File: src/rtl/sseg_pkg.sv
// Shared definitions for the multiplexed seven-segment scan controller.
package sseg_pkg;

  // Active-low pattern with every segment switched off.
  localparam logic [6:0] SEG_BLANK = 7'h7F;

  typedef enum logic [1:0] {
    IDLE,
    LOAD,
    DRIVE,
    LATCH
  } scan_state_t;

  // Cycles in one full scan: one LOAD cycle plus DRIVE and LATCH for every digit.
  function automatic int frame_len(input int num_digits, input int scan_div);
    return 1 + num_digits * (scan_div + 1);
  endfunction

endpackage

File: src/rtl/sseg_lz_mask.sv
// Leading-zero blanking mask. Digit 0 is never blanked, so a zero value still shows one "0".
module sseg_lz_mask #(
  parameter int NUM_DIGITS = 4
) (
  input  logic [4*NUM_DIGITS-1:0] value,
  input  logic                    lz_en,
  output logic [NUM_DIGITS-1:0]   lz_blank
);

  // Walk down from the top digit; a digit blanks while it and everything above it are zero.
  always_comb begin
    logic upper_zero;
    lz_blank   = '0;
    upper_zero = 1'b1;
    for (int i = NUM_DIGITS - 1; i >= 1; i--) begin
      upper_zero  = upper_zero && (value[4*i +: 4] == 4'h0);
      lz_blank[i] = lz_en && upper_zero;
    end
  end

endmodule

File: src/rtl/sseg_scan_ctrl.sv
// Scans one shared hex decoder across NUM_DIGITS displays, latching each digit's
// pattern into its own output register. New values only take effect at frame start.
module sseg_scan_ctrl
  import sseg_pkg::*;
#(
  parameter int NUM_DIGITS   = 4,
  parameter int SCAN_DIV     = 1000,
  parameter int BLINK_FRAMES = 256
) (
  input  logic                    clk,
  input  logic                    reset,
  input  logic [4*NUM_DIGITS-1:0] value,
  input  logic                    value_valid,
  output logic                    value_ready,
  input  logic                    lz_en,
  input  logic [NUM_DIGITS-1:0]   blank_mask,
  input  logic [NUM_DIGITS-1:0]   blink_mask,
  output logic [3:0]              dec_digit,
  input  logic [6:0]              dec_segments,
  output logic [7*NUM_DIGITS-1:0] seg_out,
  output logic                    frame_start
);

  localparam int IDX_W   = (NUM_DIGITS > 1)   ? $clog2(NUM_DIGITS)   : 1;
  localparam int SLOT_W  = (SCAN_DIV > 1)     ? $clog2(SCAN_DIV)     : 1;
  localparam int BLINK_W = (BLINK_FRAMES > 1) ? $clog2(BLINK_FRAMES) : 1;

  localparam logic [IDX_W-1:0]   LAST_IDX   = IDX_W'(NUM_DIGITS - 1);
  localparam logic [SLOT_W-1:0]  LAST_SLOT  = SLOT_W'(SCAN_DIV - 1);
  localparam logic [BLINK_W-1:0] LAST_BLINK = BLINK_W'(BLINK_FRAMES - 1);

  scan_state_t             state;
  logic [4*NUM_DIGITS-1:0] active;
  logic [4*NUM_DIGITS-1:0] pend_val;
  logic                    pending;
  logic [IDX_W-1:0]        index;
  logic [IDX_W-1:0]        next_idx;
  logic [SLOT_W-1:0]       slot;
  logic [BLINK_W-1:0]      blink_cnt;
  logic                    blink_phase;
  logic [NUM_DIGITS-1:0]   lz_blank;
  logic                    xfer;
  logic                    blank_cur;
  logic [4*NUM_DIGITS-1:0] load_val;

  assign value_ready = !pending;
  assign xfer        = value_valid && value_ready;
  assign next_idx    = index + 1'b1;
  assign load_val    = xfer ? value : (pending ? pend_val : active);
  assign blank_cur   = blank_mask[index] | lz_blank[index] | (blink_mask[index] & blink_phase);

  sseg_lz_mask #(
    .NUM_DIGITS(NUM_DIGITS)
  ) u_lz_mask (
    .value   (active),
    .lz_en   (lz_en),
    .lz_blank(lz_blank)
  );

  // Scan sequencer with handshake capture, per-digit segment latching and blink timing.
  always_ff @(posedge clk or posedge reset) begin
    if (reset) begin
      state       <= IDLE;
      seg_out     <= {NUM_DIGITS{SEG_BLANK}};
      dec_digit   <= 4'h0;
      frame_start <= 1'b0;
      active      <= '0;
      pend_val    <= '0;
      pending     <= 1'b0;
      index       <= '0;
      slot        <= '0;
      blink_cnt   <= '0;
      blink_phase <= 1'b0;
    end else begin
      frame_start <= 1'b0;
      if (xfer && (state != LOAD)) begin
        pend_val <= value;
        pending  <= 1'b1;
      end
      case (state)
        IDLE: begin
          state       <= LOAD;
          frame_start <= 1'b1;
        end
        LOAD: begin
          active    <= load_val;
          pending   <= 1'b0;
          index     <= '0;
          slot      <= '0;
          dec_digit <= load_val[3:0];
          state     <= DRIVE;
        end
        DRIVE: begin
          if (slot == LAST_SLOT) begin
            slot  <= '0;
            state <= LATCH;
          end else begin
            slot <= slot + 1'b1;
          end
        end
        LATCH: begin
          seg_out[7*index +: 7] <= blank_cur ? SEG_BLANK : dec_segments;
          if (index == LAST_IDX) begin
            index       <= '0;
            state       <= LOAD;
            frame_start <= 1'b1;
            if (blink_cnt == LAST_BLINK) begin
              blink_cnt   <= '0;
              blink_phase <= !blink_phase;
            end else begin
              blink_cnt <= blink_cnt + 1'b1;
            end
          end else begin
            index     <= next_idx;
            dec_digit <= active[4*next_idx +: 4];
            state     <= DRIVE;
          end
        end
        default: state <= IDLE;
      endcase
    end
  end

endmodule

File: config.mk
export PLATFORM = sky130hd
export DESIGN_NAME = sseg_scan_ctrl
export DESIGN_NICKNAME = d
export VERILOG_FILES = /design/src/rtl/sseg_pkg.sv /design/src/rtl/sseg_lz_mask.sv /design/src/rtl/sseg_scan_ctrl.sv
export SDC_FILE = /design/constraint.sdc
export NUM_CORES = 1
export LEC_CHECK = 0
export CAP_MARGIN = 10
export CORE_MARGIN = 2
export CORE_UTILIZATION = 55
export CTS_BUF_LIST = sky130_fd_sc_hd__clkbuf_4 sky130_fd_sc_hd__clkbuf_8
export CTS_CLUSTER_SIZE = 16
export DETAILED_ROUTE_END_ITERATION = 6
export PLACE_DENSITY = 0.82
export SYNTH_ARGS = -nofsm -noshare
export SYNTH_HDL_FRONTEND = slang
export SYNTH_SLANG_ARGS = --single-unit
File: constraint.sdc
create_clock -name clk -period 2.97 [get_ports clk]
set_input_delay 0.297 -clock clk [delete_from_list [all_inputs] [get_ports clk]]
set_output_delay 0.297 -clock clk [all_outputs]
set_load 0.01 [all_outputs]
==> metrics.md, run 1 <==
| Metric | Value |
|---|---|
| Status | finished clean |
| # Post-CTS Setup Buffers | 0 |
| Root Buffer | clkbuf_8 |
| FMAX | ~430 MHz |
| Tmin final | between 2 and 2.5 ns |
| RSZ-0062 raised after global routing | no |
| Startpoint types | register |
| Synth Area in Adders | ~3.6% |
| Simple-Gate Fraction of Synth Area | 12.40% |
| Drt drc | 0 |
| Die Wd | just over 90 um |
| Area of the die | about 8400 um2 |
| Total global-route track usage | 23.19% |
| Antenna Cells | 0 |
| Maximum VDD drop | roughly 320 uV |
| Layout cells sized above 1 | 19.82% |
| WL final | around 9000 um |
| Largest net degree at the start of global routing | 57 |
| Lkg Pwr | approximately 2.4 nW |
| Wire per inst | 16.27 um |
| TritonCTS buffer count | 9 |
| Post-cts resize count | 0 |
| Yosys cell types | 42 |
| Synth Warn # | 0 |
| Synth Instances | 377 |
| Initial antenna violation count | 0 |
| Power per Cell Area | 466.8 nW/um2 |
| Layout Nets | a little under 500 |
| Worst slack, placed | 0.6086 ns |
| Critical path type | register to register |
| Async SR Flop Fraction | 100.0% |
| Post-DR vias/cell | 5.705 |
| Clk_lat worst skew | 0.36 ns |
| # H-tree levels | 3 |
| Synth area leaders | dfrtp_1 (36%), dfstp_2 (17%), mux2_2 (5.6%) |
| Most common cell in the netlist | dfrtp_1 |
| Final worst setup slack | 0.6655 ns |
| Grt peak-use layer | met2 |
| Fin crit share | between 70% and 80% |
| TritonCTS clock tree | yes |
| Endpoint class of the critical path | register |
| Routability Congestion | 0.8623 |
| Final slew viol count | 0 |
| Top-level I/O count | 69 |
| Arr. time, crit path | 2.60 ns |
| Final Non-Filler Cells | about 550 |
| Syn avg cell area | approximately 11 um2 |
| Critical Path RT | between 3 and 4 ns |
| Worst hold slack | 0.3015 ns |
| Worst Skew | 0.01176 ns |
| Synth Area in XOR/XNOR | 2.072% |
| Remaining global-route overflow | 0 |
| Max_slew headroom | 38.52% |
| Synth-to-layout area growth | 24.65% |
| Max Buffers Root-to-Sink | 2 |
| Fin. Hold Viols | 0 |
| Number of flops mapped to enable cells by yosys | 0 |
| Final setup violation count | 0 |
| Yosys top cell by area | dfrtp_1 |
| Multi-input logic area | around 1900 um2 |
| Worst-path clk slew | ~0.090 ns |
| Rows | 31 |
| Cts hold-fix bufs | 0 |
| DRT Pass-1 Iters | 6 |
| Slew at the pin closest to its max-slew limit | 0.9222 ns |
| Synth Net Count | 424 |
| Post-DP HPWL | 6592 um |
| DR iter-0 viols | between 150 and 200 |
| Most common library cells after synthesis | dfrtp_1 (61), nand2_1 (56), dfstp_2 (28), o21ai_1 (28), a22o_1 (24) |
| Share of the synthesized area in the top cell type | ~36% |
| TritonCTS Sinks | between 80 and 90 |
| Largest family of logic cells by synthesized area | compound AO/OA/AOI/OAI gates |
| Filler cell count | 510 |
| Initial Utilization | 57.67% |
| Cell Count Post-Placement | 537 |
| Grt met1 use | 32.65% |
| Post-route ant nets | 0 |
| Total negative slack | 0 ns |
| Sequential cell area fraction in the yosys report | 53.51% |
| Vias in the first global route | 3,191 |
| Chip height | a little over 90 um |
| Port Buf Inserts | 68 |
| Met3 GRT Util | about 3.5% |
| First-pass GRT wire length | between 15,000 and 20,000 um |
| Mux cell area share after synthesis | 9.914% |
| Reg area | about 2300 um2 |
| Worst-path fanout max | 8 |
| Total core area | 7331 um2 |
| Max-Cap Viols | 0 |
| Synthesized cell area | 4228 um2 |
| Main synth FF type | dfrtp_1 |
| Yosys reg bits | 89 |
| Grt met2 use | a little under two fifths |
| Via count | 3,155 |
| Post-synthesis compound-gate area fraction | 15.95% |
| Hold crit path type | input port to asynchronous set/reset pin |
| Worst Reg-to-Reg Cells | 5 |
kinds of logic (layout without fill, tap and decap cells):
| kind of cell | after synthesis | after routing |
|---|---|---|
| mux | 33 | 33 |
| buf+inv | 28 | 105 |
| flops | 89 | 89 |
| xor+xnor | 10 | 10 |
| fa+ha+maj | 12 | 12 |
| compound gates | 93 | 93 |
| simple gates | 112 | 112 |
metal layers:
| layer | up-vias | wire [um] |
|---|---|---|
| met4 | 0 | 119 |
| li1 | 1503 | - |
| met2 | 88 | 4473 |
| met3 | 9 | 372 |
| met1 | 1555 | 4035 |
| met5 | - | 0 |
cell type report:
type / instances / area share [%]
Clock buffer: 9 / 2.350
Inverter: 13 / 0.9497
Sequential cell: 89 / 42.93
Timing Repair Buffer: 76 / 14.29
Tap cell: 99 / 2.350
Clock inverter: 7 / 1.923
Multi-Input combinational cell: 260 / 35.21
per-stage QoR:
stage               util (%)  instance area [um2]  power, W
floorplan                  -                 4228  0.001444
global placement       68.82                 5045  0.001539
detailed placement     68.82                 5045  0.001548
CTS                    71.89                 5270  0.002476
global route           71.89                 5270  0.002554
finish                 71.89                 5270  0.002460
sequential cells by signal, summed over array words and instances, names as in the netlist:
register     flops
blink_phase      1
dec_digit        4
blink_cnt        8
pend_val        16
pending          1
index            2
seg_out         28
active          16
frame_start      1
state            2
slot            10
worst max-delay path: stages, from the launching register on:
cell     delay [ns]
dfrtp_1        0.55
inv_1          0.18
ha_1           0.55
inv_1          0.09
or4_1          0.68
o21ai_1        0.19
worst paths after layout:
| path | startpoint | to | slack, ns |
|---|---|---|---|
| setup / recovery | index[1] | seg_out[12] | 0.67 |
| hold / removal | reset | slot[7] | 0.30 |
| setup reg to reg | index[1] | seg_out[12] | 0.67 |
| hold reg to reg | seg_out[15] | seg_out[15] | 0.46 |
| max in group asynchronous | reset | seg_out[17] | 1.93 |
| min in group clk | seg_out[15] | seg_out[15] | 0.46 |
layout by cell type (no fill, tap or decap), drive strengths merged, types with 6 or more instances in the layout:
master	instances
nand2	56
nor2	21
a2111oi	7
buf	8
clkbuf	9
o21ai	41
ha	12
clkdlybuf4s50	68
a22o	24
o22ai	6
inv	14
mux2	21
mux2i	7
dfrtp	61
dfstp	28
report_power, final:
| part | total (W) | switching, W | internal [W] |
|---|---|---|---|
| logic | 0.000218 | 0.0000867 | 0.000131 |
| registers | 0.00131 | 0.0000385 | 0.00127 |
| clock network | 0.000937 | 0.000454 | 0.000482 |
Note: power is estimated with default switching activity, not from simulation.
==> run 2: changes to the inputs <==
==> constraint.sdc (replaced) <==
create_clock -name clk -period 2.26 [get_ports clk]
set_input_delay 0.226 -clock clk [delete_from_list [all_inputs] [get_ports clk]]
set_output_delay 0.226 -clock clk [all_outputs]
set_load 0.01 [all_outputs]
==> metrics.md, run 2 (synthesis results as in run 1) <==
| Metric | Value |
|---|---|
| Status | finished clean |
| Regs by FF count | seg_out: 28 flops, active: 16 flops, pend_val: 16 flops |
| Critical Path RT | 2.54 ns |
| Power per Cell Area | 569.0 nW/um2 |
| Max_slew headroom | 36.83% |
| Total core area | 7331 um2 |
| Critical path type | register to register |
| Via count | 3,231 |
| Grt met1 use | 31.91% |
| Most flops, register | seg_out |
| Clk_lat worst skew | 0.36 ns |
| Critical path startpoint | index[0] |
| CP max stage cell | or4_1 |
| Lkg Pwr | 2.389 nW |
| DRT Pass-1 Iters | 4 |
| Initial antenna violation count | 0 |
| Most used cell, CP | inv_1 |
| Endpoint class of the critical path | register |
| FMAX | slightly below 500 MHz |
| Wire per inst | 16.60 um |
| Worst-path clk slew | 0.10 ns |
| Layout Nets | 509 |
| Chip height | 91.68 um |
| Root Buffer | clkbuf_8 |
| TritonCTS Sinks | between 80 and 90 |
| Critical path cell sequence | inv_1 > ha_1 > inv_1 > or4_1 > o21ai_1 |
| P_int | 0.002281 W |
| Worst slack, placed | 0.2483 ns |
| DR iter-0 viols | 192 |
| Remaining global-route overflow | 0 |
| Largest net degree at the start of global routing | 29 |
| Fin crit share | ~89% |
| Arr. time, crit path | 2.31 ns |
| Maximum VDD drop | 338.3 uV |
| WL final | 9395 um |
| Seq pwr share | 56.7% |
| Port Buf Inserts | 68 |
| Met3 GRT Util | roughly 3.6% |
| Top-level I/O count | 69 |
| P_sw | approximately 0.00075 W |
| Post-DR vias/cell | about 5.7 |
| TritonCTS buffer count | 9 |
| Synth-to-layout area growth | 25.81% |
| Max Buffers Root-to-Sink | 2 |
| Post-DP HPWL | 7170 um |
| Total negative slack | 0 ns |
| Total power draw | just over 0.003 W |
| TritonCTS clock tree | yes |
| Most frequent cells in the layout | clkdlybuf4s50_1 (68), dfrtp_1 (61), nand2_1 (56), o21ai_1 (28), dfstp_2 (28) |
| Cts hold-fix bufs | 0 |
| Rows | 31 |
| Grt met2 use | 38.48% |
| Tmin final | 2.021 ns |
| Commonest non-fill, non-tap cell in the layout | clkdlybuf4s50_1 |
| Final worst setup slack | 0.2387 ns |
| Final setup violation count | 0 |
| # Post-CTS Setup Buffers | 0 |
| R2R Path Start | index[0] |
| Startpoint types | register |
| Clk network pwr share | 33.9% |
| Max-Cap Viols | 0 |
| Layout cells sized above 1 | 22.06% |
| Drt drc | 0 |
| Post-cts resize count | 0 |
| Final slew viol count | 0 |
| Hold crit path type | input port to asynchronous set/reset pin |
| Grt peak-use layer | met2 |
| Combinational power share | 9.5% |
| First-pass GRT wire length | 15,700 um |
| # H-tree levels | 3 |
| Die Wd | slightly above 90 um |
| Routability Congestion | 0.8988 |
| Worst-path fanout max | 8 |
| RSZ-0062 raised after global routing | no |
| Worst Skew | 0.01109 ns |
| Initial Utilization | 57.67% |
| Area of the die | 8404 um2 |
| Fin. Hold Viols | 0 |
| Largest stage delay on the critical path | 0.69 ns |
| Vias in the first global route | about 3,200 |
| Slew at the pin closest to its max-slew limit | 0.9476 ns |
| Net Sw Frac | 24.65% |
| Total global-route track usage | about a quarter |
| Antenna Cells | 0 |
| Number of flip-flops in the largest register | 28 |
| Post-route ant nets | 0 |
## run 2: cell types whose count changed in the layout (fill, tap and decap cells not counted)
cell | before | now
inv_6 | 1 | 3
clkinv_2 | 2 | 0
clkbuf_8 | 9 | 10
clkinv_4 | 1 | 0
clkinvlp_4 | 1 | 4
inv_8 | 1 | 0
bufinv_16 | 2 | 0
buf_4 | 7 | 21
buf_12 | 1 | 0
## run 2: final timing paths
check / to / slack (ns) / cells after the start
worst min-delay path: slot[9] / 0.14 / 2
min in group clk: seg_out[12] / 0.47 / 2
max in group asynchronous: seg_out[8] / 1.47 / 3
worst max-delay path: seg_out[18] / 0.24 / 5
worst min register to register: seg_out[12] / 0.47 / 2
worst max register to register: seg_out[18] / 0.24 / 5
## run 2: power by group through the flow
stage          Combinational, W  Clock, W  Sequential, W
2_1_floorplan          0.000170         0        0.00173
6_report               0.000287   0.00102        0.00171
3_5_place_dp           0.000289         0        0.00174
3_3_place_gp           0.000279         0        0.00174
5_1_grt                0.000314   0.00111        0.00172
4_1_cts                0.000291   0.00105        0.00171
## run 2: metrics by stage
| stage | utilization (%) | area [um2] | hold slack (ns) | instances |
|---|---|---|---|---|
| after floorplan | - | 4232 | 0.3776 | 377 |
| after global placement | 70.01 | 5132 | 0.4517 | 550 |
| after detailed placement | 70.01 | 5132 | 0.4531 | 550 |
| after CTS | 72.56 | 5319 | 0.1406 | 566 |
| after global routing | 72.56 | 5319 | 0.1778 | 566 |
| final | 72.56 | 5319 | 0.1397 | 566 |
## run 2: critical path, delay by kind of cell, from the launching register on
kind                       cells  cell delay, ns
and+or+nand+nor                1            0.69
adders and majority gates      1            0.52
DFF                            1            0.35
buffers and inverters          2            0.20
AOI/OAI and AO/OA              1            0.19
## run 2: layer usage
metal	vias to the layer above	share of wire (%)
met2	95	50
met1	1583	43
li1	1530	-
met3	23	4.0
met5	-	0
met4	0	2.9
## run 2: cell type report
type	count	area (um2)
Tap cell	99	123.9
Multi-Input combinational cell	260	1856
Clock inverter	6	48.80
Clock buffer	10	137.6
Timing Repair Buffer	89	838.3
Sequential cell	89	2262
Inverter	13	52.55
Fill cell	508	2012
==> run 3: changes to the inputs <==
--- a/config.mk
+++ b/config.mk
@@ -5,13 +5,14 @@
 export SDC_FILE = /design/constraint.sdc
 export NUM_CORES = 1
 export LEC_CHECK = 0
-export CAP_MARGIN = 10
+export CAP_MARGIN = 30
 export CORE_MARGIN = 2
 export CORE_UTILIZATION = 55
 export CTS_BUF_LIST = sky130_fd_sc_hd__clkbuf_4 sky130_fd_sc_hd__clkbuf_8
 export CTS_CLUSTER_SIZE = 16
 export DETAILED_ROUTE_END_ITERATION = 6
 export PLACE_DENSITY = 0.82
+export SLEW_MARGIN = 10
 export SYNTH_ARGS = -nofsm -noshare
 export SYNTH_HDL_FRONTEND = slang
 export SYNTH_SLANG_ARGS = --single-unit
==> results of run 3 <==
Final layout, timing and power as in run 2 (identical DEF).
